## src/rtl/aer_rx_decoder.sv

```systemverilog
// AER link receiver: synchronises req, latches the bundled channel/polarity lines,
// presents each legal event on a valid/ready stream, then completes the 4-phase
// Req/Ack handshake. Keeps saturating event and protocol-error counts.
module aer_rx_decoder #(
  parameter int unsigned NCh        = 2,
  parameter int unsigned SyncStages = 2,
  parameter int unsigned Timeout    = 255,
  parameter int unsigned CntW       = 16
) (
  input  logic            clk_i,
  input  logic            rst_ni,
  input  logic            req_i,
  input  logic [NCh-1:0]  ch_i,
  input  logic            up_i,
  output logic            ack_o,
  output logic            ev_valid_o,
  input  logic            ev_ready_i,
  output logic [NCh-1:0]  ev_ch_o,
  output logic            ev_up_o,
  output logic [CntW-1:0] ev_count_o,
  output logic [7:0]      err_count_o,
  output logic            err_pulse_o
);

  localparam logic [2:0] StIdle    = 3'd0;
  localparam logic [2:0] StLatch   = 3'd1;
  localparam logic [2:0] StCheck   = 3'd2;
  localparam logic [2:0] StPresent = 3'd3;
  localparam logic [2:0] StAck     = 3'd4;
  localparam logic [2:0] StWaitLow = 3'd5;

  // Last timer value allowed in ACK before the request is declared stuck.
  localparam logic [15:0] TimerLast = 16'(Timeout - 1);

  logic [SyncStages-1:0] sync_q;
  logic                  req_s;

  logic [2:0]      state_q, state_d;
  logic [15:0]     timer_q, timer_d;
  logic [NCh-1:0]  hold_ch_q, hold_ch_d;
  logic            hold_up_q, hold_up_d;
  logic [NCh-1:0]  ev_ch_q, ev_ch_d;
  logic            ev_up_q, ev_up_d;
  logic            ack_q, ack_d;
  logic            ev_valid_q, ev_valid_d;
  logic            err_pulse_q, err_pulse_d;
  logic [CntW-1:0] ev_count_q, ev_count_d;
  logic [7:0]      err_count_q, err_count_d;
  logic            hold_onehot;
  logic            err_inc;
  logic            ev_inc;

  assign req_s = sync_q[SyncStages-1];

  // Exactly one bit set: non-zero and clearing the lowest set bit leaves zero.
  assign hold_onehot = (hold_ch_q != '0) && ((hold_ch_q & (hold_ch_q - NCh'(1))) == '0);

  // Request synchroniser shift chain.
  always_ff @(posedge clk_i) begin
    if (!rst_ni) begin
      sync_q <= '0;
    end else begin
      sync_q <= {sync_q[SyncStages-2:0], req_i};
    end
  end

  // Handshake sequencing, event capture and registered output next-state.
  always_comb begin
    state_d    = state_q;
    timer_d    = timer_q;
    hold_ch_d  = hold_ch_q;
    hold_up_d  = hold_up_q;
    ev_ch_d    = ev_ch_q;
    ev_up_d    = ev_up_q;
    ack_d      = 1'b0;
    ev_valid_d = 1'b0;
    err_inc    = 1'b0;
    ev_inc     = 1'b0;

    unique case (state_q)
      StIdle: begin
        if (req_s) begin
          state_d = StLatch;
        end
      end
      StLatch: begin
        // Bundled data is stable by the time the synchronised req arrives.
        hold_ch_d = ch_i;
        hold_up_d = up_i;
        state_d   = StCheck;
      end
      StCheck: begin
        if (hold_onehot) begin
          state_d    = StPresent;
          ev_valid_d = 1'b1;
          ev_ch_d    = hold_ch_q;
          ev_up_d    = hold_up_q;
        end else begin
          // Drop the illegal address but still acknowledge the sender.
          err_inc = 1'b1;
          state_d = StAck;
          ack_d   = 1'b1;
          timer_d = '0;
        end
      end
      StPresent: begin
        if (ev_valid_q && ev_ready_i) begin
          ev_inc  = 1'b1;
          state_d = StAck;
          ack_d   = 1'b1;
          timer_d = '0;
        end else begin
          ev_valid_d = 1'b1;
        end
      end
      StAck: begin
        if (!req_s) begin
          state_d = StIdle;
        end else if (timer_q == TimerLast) begin
          err_inc = 1'b1;
          state_d = StWaitLow;
        end else begin
          timer_d = timer_q + 16'd1;
          ack_d   = 1'b1;
        end
      end
      StWaitLow: begin
        // A stuck request must fall before another event can start.
        if (!req_s) begin
          state_d = StIdle;
        end
      end
      default: begin
        state_d = StIdle;
      end
    endcase

    err_pulse_d = err_inc;

    ev_count_d = ev_count_q;
    if (ev_inc && (ev_count_q != '1)) begin
      ev_count_d = ev_count_q + CntW'(1);
    end

    err_count_d = err_count_q;
    if (err_inc && (err_count_q != 8'hFF)) begin
      err_count_d = err_count_q + 8'd1;
    end
  end

  // State, holding registers, registered outputs and counters.
  always_ff @(posedge clk_i) begin
    if (!rst_ni) begin
      state_q     <= StIdle;
      timer_q     <= '0;
      hold_ch_q   <= '0;
      hold_up_q   <= 1'b0;
      ev_ch_q     <= '0;
      ev_up_q     <= 1'b0;
      ack_q       <= 1'b0;
      ev_valid_q  <= 1'b0;
      err_pulse_q <= 1'b0;
      ev_count_q  <= '0;
      err_count_q <= '0;
    end else begin
      state_q     <= state_d;
      timer_q     <= timer_d;
      hold_ch_q   <= hold_ch_d;
      hold_up_q   <= hold_up_d;
      ev_ch_q     <= ev_ch_d;
      ev_up_q     <= ev_up_d;
      ack_q       <= ack_d;
      ev_valid_q  <= ev_valid_d;
      err_pulse_q <= err_pulse_d;
      ev_count_q  <= ev_count_d;
      err_count_q <= err_count_d;
    end
  end

  assign ack_o       = ack_q;
  assign ev_valid_o  = ev_valid_q;
  assign ev_ch_o     = ev_ch_q;
  assign ev_up_o     = ev_up_q;
  assign ev_count_o  = ev_count_q;
  assign err_count_o = err_count_q;
  assign err_pulse_o = err_pulse_q;

endmodule

```

## config.mk

```make
export PLATFORM = sky130hd
export DESIGN_NAME = aer_rx_decoder
export DESIGN_NICKNAME = d
export VERILOG_FILES = /design/src/rtl/aer_rx_decoder.sv
export SDC_FILE = /design/constraint.sdc
export NUM_CORES = 1
export LEC_CHECK = 0
export BUFFER_PORTS_ARGS = -buffer_cell sky130_fd_sc_hd__buf_4
export CAP_MARGIN = 20
export CELL_PAD_IN_SITES_DETAIL_PLACEMENT = 1
export CELL_PAD_IN_SITES_GLOBAL_PLACEMENT = 1
export CORE_AREA = 2 2 79 81
export CTS_CLUSTER_DIAMETER = 40
export DETAILED_ROUTE_END_ITERATION = 10
export DIE_AREA = 0 0 81 83
export PLACE_DENSITY_LB_ADDON = 0.1
export SLEW_MARGIN = 20
export SYNTH_ARGS = -nofsm -noshare
export SYNTH_HDL_FRONTEND = slang
export SYNTH_SLANG_ARGS = --single-unit
```

## constraint.sdc

```tcl
create_clock -name clk_i -period 4.3 [get_ports clk_i]
set_clock_uncertainty 0.1 [all_clocks]
set_input_delay 0.86 -clock clk_i [delete_from_list [all_inputs] [get_ports clk_i]]
set_output_delay 0.86 -clock clk_i [all_outputs]
set_load 0.05 [all_outputs]
```

==> impl_summary.md <==
STA
Timing would allow up to 413.2 MHz. The shortest clock period the worst path allows after layout is 2420 ps. Dividing the final minimum period by the clock period gives 0.5629. The total setup violations reported at the end of the flow is 0. Setup repair after global routing left no endpoint under its margin. The relative slew slack is 0.3335. The aggregate negative setup slack is 0 ps. The worst path meets setup with ~1900 ps of slack. The count of final hold-check violations came to 0. The number of max-slew violations in the final report came to 0.

At the pin with the least slew margin, the transition time is about 1000 ps.

Global route
The initial antenna violation count is 0. The number of global-route vias before repair is around 2200. For this run, the total global-route usage over all layers was measured as 0.1877. The fraction of met3 tracks used by global routing is 0.04130.

In the global route stage, met1 resource usage came out at 0.2509. The largest net degree at the start of global routing is 32. In this run the most used layer during global routing was met2.

The total overflow left after global routing is 0. In the global route stage, met2 resource usage came out at 0.3028. The wire length of the first global-routing pass is 10140 um.

Detailed routing
The ratio of routed vias to standard cells is between 5 and 6. Before antenna repair, the detailed router went through 4 iterations. The residual antenna-violating net count after detailed routing is 0.

For this block, the initial DRC count from the detailed router was 55. Across all layers, the routed design uses between 2000 and 2500 vias. After detailed routing, the total wire length is 6084 um. In the final routed layout, each cell accounts on average for 14.66 um.

The number of design rule violations left after detail routing is 0.

Logic synthesis
The fraction of synthesized cell area taken by the top area cell type is 0.4188. The total standard cell area after synthesis is between 2000 and 3000 um^2. Of the total synthesized cell area, the portion taken by AND, OR, NAND and NOR gates is 0.3083. The fraction of the yosys area taken by sequential cells is 0.4188. The library cell with the largest summed area after synthesis is dfxtp_1. The Yosys step of the flow raised 0 warnings. After synthesis, the mean cell area works out to 8.408 um^2.

The unique cell type count in the Yosys netlist is 45. The post-synthesis adder-cell area fraction is 0.01939. After synthesis, the largest family of logic cells by area is simple AND/OR/NAND/NOR gates. Of the total synthesized cell area, the portion taken by XOR and XNOR cells is 0.1013.

In the synthesized netlist the dominant register cell turns out to be dfxtp_1. Of the post-synthesis cell area, the part taken by muxes is 0.007756. By area the synthesized netlist is led by dfxtp_1, xnor2_1, nor2_1, nand3_1, nand4_1.

The fraction of the mapped netlist area in compound gates came to 0.1149. The post-synthesis register bit count is 54. After synthesis, the share of flip-flops with an asynchronous set or reset is 0. The number of nets handed over by synthesis was between 300 and 400.

The number of synthesized flops with an enable pin is 0. Synthesis produced 307 cells.

Pwr
The clock group share of total power is 0.326. The internal power contribution is approximately 670 uW. Of the total power, combinational logic draws 0.098.

The analysis attributes to net switching a power of 243.6 uW. The leakage dissipation is 1.052 nW. Of the total power, registers draw 0.576. The switching part of the total power is 0.2659. For this design the ratio of total power to cell area is 305.6 nW/um^2.

The maximum vdd drop is 0.1754 mV.

Worst setup path
Of all nets on the critical path, the largest fanout is 8. The capturing element type of the critical path is a register. The most numerous cell type found on the critical path is or4_4. The capture point of the worst reg-to-reg path is err_count_o[2]. The kind of start point of the critical path is a register.

For this run, the slowest stage of the critical path takes roughly 560 ps. The internal reg-to-reg setup slack is between 1500 and 2000 ps. The critical-path cell with the highest stage delay is or4_4. The worst register-to-register path begins at timer_q[8].

The cell class contributing the biggest share of worst-path delay is simple AND/OR/NAND/NOR gates. The signal on the critical path passes through or4_4 > or4_4 > a2bb2oi_2 > a41oi_4 > a21boi_1 > o21a_1. The critical path buffer and inverter count is 0. The worst setup path is of the reg2reg kind. The depth of the worst register-to-register path is 6. At the worst endpoint, the required time is around 4400 ps. STA puts the critical path data arrival time at 2530 ps.

Finish
The post-synthesis to final-layout area growth is 16.14%. The fraction of final layout cells sized beyond drive strength 1 is 0.1588. The finished layout holds 415 standard cells, fillers aside. Leaving out fill and tap cells, the most frequent cells in the layout are dfxtp_1, nor2_1, buf_4, xnor2_1, nand3_1.

The most common library cell in the layout ignoring fill and taps is dfxtp_1. The repair_antennas step left the layout with diodes totalling 0. The final net count is 350.

Die
After floorplanning, the core was divided into 28 placement rows. The number of ports placed on the die boundary is 37. The chip width is 81 um. The overall die height is 83 um.

The core box area is approximately 5800 um^2. The initial utilization of the core area, before any placement, comes to 0.4438. The floorplan step defined a die boundary enclosing just under 7000 um^2.

Job
The number of max-cap violations is 0.

Clock tree
The clock drives between 50 and 60 sinks. The number of buffers inserted to repair setup after CTS is 0. The number of buffers inserted for hold repair after clock tree synthesis is 0. The latest clock arrival within the worst-skew pair is approximately 310 ps. In this run the deepest clock path goes through 2 buffers.

Gates resized during post-CTS repair numbered 0. The depth of the CTS H-tree is 2. The clock buffer count from CTS is 5. TritonCTS built the clock tree. The clock tree root driver cell is clkbuf_8. After clock tree synthesis, the clock-pin slew on the worst setup and hold paths is 100 ps.

Placed design
Summed over all nets, the half-perimeter wirelength after detailed placement is 4456 um. Routability-driven placement finished with a final weighted congestion of 0.8178. The number of placed instances, taps included, is 407. The number of I/O port buffers is 36. Prior to clock tree synthesis, the placed netlist has a worst setup slack of 1790 ps.

Hold path
The startpoint identified for the worst hold timing path is sync_q[0]. Counting instances, the worst hold path has a depth of 1. The endpoint with the worst hold slack is sync_q[1].

The worst hold path belongs to the class reg2reg.

Status
The flow ran to the end, and the final reports show no timing, DRC or antenna violations.
==> layer usage <==
| layer | wire (um) | up-vias |
|---|---|---|
| li1 | - | 1128 |
| met1 | 3023 | 1072 |
| met2 | 2799 | 32 |
| met3 | 182 | 6 |
| met4 | 78 | 0 |
| met5 | 0 | - |
==> registers in the layout, summed over array words and instances, names as in the netlist, 2 cells and up <==
signal       count
timer_q         16
ev_ch_o          2
hold_ch_q        2
state_q          3
err_count_o      8
ev_count_o      16
sync_q           2
==> Yosys cell counts, types with 2 or more instances <==
cell type	n
nor3_2	2
a211oi_1	3
nor4_1	8
xnor2_1	22
ha_1	4
nand4_1	11
or2_2	2
o21a_1	2
nor2b_1	4
nor2_1	47
and3_1	5
nand3_1	20
nand2b_1	4
or3_1	8
clkbuf_1	10
dfxtp_1	54
mux2i_1	2
nor3_1	11
nand4b_1	2
and2_1	8
xor2_1	6
a21oi_1	13
or4_4	2
o21ai_0	12
inv_1	9
nand2_1	17
==> stage by stage <==
step           area [um^2]  power, mW  hold slack, ps  utilization
6_report              2998     0.9160           342.6       0.5155
5_1_grt               2998     0.9596           363.9       0.5155
4_1_cts               2998     0.9318           350.6       0.5155
3_5_place_dp          2903     0.6303           326.0       0.4991
3_3_place_gp          2903     0.6277           313.6       0.4991
2_1_floorplan         2581     0.6039           311.9            -
==> worst max-delay path by stage <==
stage / from / endpoint / slack, ps / cells past startpoint
floorplan: timer_q[8] / err_count_o[2] / 2010 / 6
global placement: ev_ready_i / ev_count_o[13] / 1850 / 7
detailed placement: ev_ready_i / timer_q[7] / 1790 / 7
CTS: timer_q[8] / err_count_o[2] / 1880 / 6
global route: timer_q[8] / timer_q[5] / 1760 / 6
finish: timer_q[8] / err_count_o[2] / 1880 / 6
==> worst register-to-register path, stage by stage (launching register included) <==
cell and delay [ps]:
dfxtp_1 380, or4_4 560, or4_4 530, a2bb2oi_2 210
a41oi_4 260, a21boi_1 100, o21a_1 190
==> cell families after synthesis <==
group / count (synthesis)
DFF: 54
buffers and inverters: 20
muxes: 2
AOI/OAI and AO/OA: 44
and+or+nand+nor: 154
xor gates and xnor gates: 29
adders and majority gates: 4
==> layout make-up <==
cell class	instances	area, um^2
inverters	9	33.78
multi-input cells	233	1424
clock inverters	2	12.51
flip-flops and latches	54	1081
fillers	710	2818
well taps	75	93.84
clock buffers	6	82.58
repair buffers	36	270.3
==> power groups by stage <==
| stage | registers [mW] | clock network (mW) | logic [mW] |
|---|---|---|---|
| 3_5_place_dp | 0.539 | 0 | 0.0914 |
| 2_1_floorplan | 0.543 | 0 | 0.0610 |
| 6_report | 0.527 | 0.299 | 0.0901 |
| 4_1_cts | 0.528 | 0.312 | 0.0917 |
| 5_1_grt | 0.530 | 0.330 | 0.0996 |
| 3_3_place_gp | 0.538 | 0 | 0.0893 |
No activity file was read; power rests on OpenSTA's default activity.
